<file path="src/rtl/ttl_74191_mod_pkg.sv">
// rtl/ttl_74191_mod_pkg.sv - parameter legality helper for the presettable up/down counter
package ttl_74191_mod_pkg;

  function automatic bit modulus_ok(input int width, input int modulus);
    return (modulus >= 2) && (modulus <= (1 << width));
  endfunction

endpackage

</file>
<file path="src/rtl/ttl_74191_mod.sv">
// rtl/ttl_74191_mod.sv - 74191-style presettable up/down counter with programmable modulus and async clear
module ttl_74191_mod
  import ttl_74191_mod_pkg::*;
#(
  parameter int WIDTH      = 4,
  parameter int MODULUS    = 16,
  parameter int DELAY_RISE = 0,
  parameter int DELAY_FALL = 0
) (
  input  logic             Clk,
  input  logic             Clear,
  input  logic             Load_bar,
  input  logic             Enable_bar,
  input  logic             Down_Up,
  input  logic [WIDTH-1:0] D,
  output logic [WIDTH-1:0] Q,
  output logic             Max_Min,
  output logic             RCO_bar
);

  localparam logic [WIDTH-1:0] TOP = WIDTH'(MODULUS - 1);

  logic [WIDTH-1:0] count;
  logic             max_min_i;
  logic             rco_bar_i;

  generate
    if (!modulus_ok(WIDTH, MODULUS)) begin : g_bad_modulus
      $error("ttl_74191_mod: MODULUS must lie in 2..2**WIDTH");
    end
  endgenerate

  // Out-of-range loaded values fall back into range: up wraps to 0, down decrements normally.
  always_ff @(posedge Clk or posedge Clear) begin
    if (Clear) begin
      count <= '0;
    end else if (!Load_bar) begin
      count <= D;
    end else if (!Enable_bar) begin
      if (!Down_Up) begin
        count <= (count >= TOP) ? '0 : count + 1'b1;
      end else begin
        count <= (count == '0) ? TOP : count - 1'b1;
      end
    end
  end

  assign max_min_i = Down_Up ? (count == '0) : (count == TOP);
  // Low only in the Clk-low phase so the rising edge lines up with the next Clk rise.
  assign rco_bar_i = ~(max_min_i & ~Enable_bar & ~Clk);

  generate
    if (DELAY_RISE == 0 && DELAY_FALL == 0) begin : g_nodelay
      assign Q       = count;
      assign Max_Min = max_min_i;
      assign RCO_bar = rco_bar_i;
    end else begin : g_delay
      assign #(DELAY_RISE, DELAY_FALL) Q       = count;
      assign #(DELAY_RISE, DELAY_FALL) Max_Min = max_min_i;
      assign #(DELAY_RISE, DELAY_FALL) RCO_bar = rco_bar_i;
    end
  endgenerate

endmodule

</file>
<file path="config.mk">
export PLATFORM = sky130hd
export DESIGN_NAME = ttl_74191_mod
export DESIGN_NICKNAME = d
export VERILOG_FILES = /design/src/rtl/ttl_74191_mod_pkg.sv /design/src/rtl/ttl_74191_mod.sv
export SDC_FILE = /design/constraint.sdc
export NUM_CORES = 1
export LEC_CHECK = 0
export CORE_AREA = 2 2 39 41
export CTS_CLUSTER_DIAMETER = 40
export CTS_CLUSTER_SIZE = 30
export DETAILED_ROUTE_END_ITERATION = 7
export DIE_AREA = 0 0 41 43
export SKIP_CTS_REPAIR_TIMING = 1
export SLEW_MARGIN = 20
export SYNTH_ARGS = -nofsm -noshare
export SYNTH_HDL_FRONTEND = slang
export SYNTH_SLANG_ARGS = --single-unit
</file>
<file path="constraint.sdc">
create_clock -name Clk -period 1.5 [get_ports Clk]
set_input_delay 0.3 -clock Clk [delete_from_list [all_inputs] [get_ports Clk]]
set_output_delay 0.3 -clock Clk [all_outputs]
set_load 0.02 [all_outputs]
</file>
# Word level (Yosys, flattened, before mapping)

Cells that the tools add are included.

Logic and storage cells: 18
Register bits after elaboration: 4
Output and inout bits: 6
Input port bits: 9

Order comparisons: 1
Multiplexer cells: 6
$add $sub $neg: 2
Reduce and logical (&&, ||, !) cells: 1
Bitwise gates (word level): 5
Equality and inequality tests: 2

Operator list:

| kind                  | number |
|---|---|
| $mux W4               | 5 |
| $add A4 B1 Y4 const B | 1 |
| $eq A4 B4 Y1 const B  | 1 |
| $ge A4 B4 Y1 const B  | 1 |
| $logic_not A4 Y1      | 1 |
| $sub A4 B1 Y4 const B | 1 |
| $not A1 Y1            | 3 |
| $and A1 B1 Y1         | 2 |
| $ne A2 B2 Y1 const B  | 1 |
| $mux W1               | 1 |

# Depth between registers and ports, before layout

Depth after elaboration: 5
Gate-level depth with buffers: 6
Mapped depth without buffers: 6

==> impl_metrics.ini <==
[power]
p_leak_nw = 0.330
pwr_density_cell_mw_per_mm2 = 997
worst_ir_drop_vdd_mv = 0.616

[routing]
viasPerCell = 4.57
drt_iter0_markers = 10
avgRoutedWirePerCell_um = 11.8
wl_um = 1060
ant_nets = 0
drt-pass1-iter-count = 4
remaining_drc_errors = 0
via_count = 411

[finish]
nets = 87
syn_to_final_growth_pct = 94.2
final_util_pct = 48.1
n_antenna_cell = 0
largest_reg_flops = 4
drive_gt1_share_pct = 41.9
nFillCells = 131

[setup_path]
critPathKind = reg -> out
crit_arrival_ns = 1.44
cp-end-kind = output pin
critPathRequiredTime_ns = 1.20
path_max_fanout = 5
worstSetupStartpointType = flip-flop

[floorplanning]
pin_count = 15
rows = 14
dieArea_mm2 = 0.00176
start_util_pct = 24.8
die_h_um = 43
core_mm2 = 0.00138
die_x_um = 41

[synthesis]
syn-cell-area_um2 = 343
synth_nets = 55
ys_types = 23
synth_seq_cells = 4
syn_inst = 44
avgSynthCellArea_um2 = 7.79
ys_warn_count = 0
ys_seq_area_share_pct = 29.2

[global_routing]
grt_pass1_wl_um = 1700
grt_max_degree = 8
grtUsageTotal_pct = 16.1
antenna_found_initial = 0
grt_pass1_vias = 423
grt-ovfl-total = 0

[worst_hold_path]
min_path_type = in -> async

[timing]
maxSlewViolCount = 0
max_slew_margin_pct = 82.7
clock.fmax_mhz = 574
grt_setup_unrepaired = true
setup_viol = 3
fin_worst_skew_ns = 0.000958
hold_viol = 0
min_period_ns = 1.74
hold_slack_ns = 0.169
fin_crit_sh_pct = 116
fin_ws_ns = -0.241
worstMarginPinSlew_ns = 0.257

[placed_design]
pre_cts_slack_ns = -0.519
dpl.hpwl_um = 759
gp_congestion = 0.760
io_buffers = 14

[clocking]
cts_tree = yes
clkTransAtPathRegs_ns = 0.04
clk-insertion-delay-late_ns = 0.34

[status]
outcome = complete, but fails checks
violations = negative setup slack

[job]
cap_violations = 0
-- cell type report --
cell class / instances / area, µm² / area share (%)
Clock buffer: 7 / 52.6 / 7.89
Inverter: 5 / 18.8 / 2.82
Timing Repair Buffer: 25 / 229 / 34.4
Multi-Input combinational cell: 33 / 243 / 36.5
Tap cell: 16 / 20.0 / 3.01
Sequential cell: 4 / 103 / 15.4
-- cells by family after synthesis --
logic type | synth area share, %
buf+inv | 7.66
mux | 6.20
fa+ha+maj | 7.30
compound gates | 20.1
flops | 29.2
xor+xnor | 7.67
simple gates | 21.9
-- final timing paths --
kind	cells past startpoint	slack, ns	end	start
setup / recovery	6	-0.24	RCO_bar	Q[0]
hold / removal	2	0.17	Q[2]	Clear
setup reg to reg	5	0.02	Q[3]	Q[2]
hold reg to reg	3	0.73	Q[2]	Q[2]
max in group asynchronous	2	1.17	Q[1]	Clear
min in group Clk	3	0.51	Q[0]	D[0]
-- per-stage QoR --
stage	instances	TNS [ns]	power [mW]	instance area [µm²]
2_1_floorplan	44	0	0.272	352
3_3_place_gp	83	-1.13	0.402	587
3_5_place_dp	83	-1.25	0.403	587
4_1_cts	89	-2.58	0.665	632
5_1_grt	90	-0.657	0.721	666
6_report	90	-0.466	0.664	666
-- cell usage after synthesis --
master     instances  area [µm²]
inv_2              1        3.75
a21oi_1            6        30.0
or4_1              1        7.51
nor3_1             1        5.00
nand3_1            1        5.00
buf_1              1        3.75
ha_1               2        25.0
a211o_1            1        8.76
and4b_1            1        10.0
nor2_1             3        11.3
clkbuf_1           1        3.75
a211oi_1           1        7.51
nand4bb_1          1        11.3
mux2i_1            1        10.0
inv_1              4        15.0
nand2_1            5        18.8
nand2b_1           1        6.26
o211ai_1           1        7.51
o21ai_0            3        15.0
xnor2_1            2        17.5
mux2_2             1        11.3
xor2_1             1        8.76
dfrtp_1            4         100
-- power by group --
group | internal [mW] | switching, mW
Sequential | 0.126 | 0.0201
Clock | 0.182 | 0.0751
Combinational | 0.145 | 0.114
-- placed cells by master (no fill, tap or decap), drive strengths merged --
cell           instances
buf                   14
nand4bb                1
ha                     2
xor2                   1
clkdlybuf4s50          8
xnor2                  2
nor3                   1
a21oi                  6
inv                    5
a211o                  1
nand2b                 1
o211ai                 1
a211oi                 1
nand3                  1
mux2                   1
or4                    1
mux2i                  1
dfrtp                  4
and4b                  1
nand2                  5
dlymetal6s2s           4
clkbuf                 6
o21ai                  3
nor2                   3
-- layer usage --
metal / track usage (%) / vias up / share of wire (%)
met2: 19.1 / 9 / 54
met1: 17.1 / 189 / 42
met3: 10.5 / 0 / 3.9
li1: - / 213 / -
met4: 17.3 / 0 / 0
met5: 0 / - / 0
-- worst max-delay path, stage by stage (launching register included) --
cell and delay [ns]:
dfrtp_2 0.43, inv_2 0.08, ha_4 0.13, nand4bb_1 0.14, o21ai_2 0.11, nand2_2 0.05
buf_4 0.15
No activity file was read; power rests on OpenSTA's default activity.
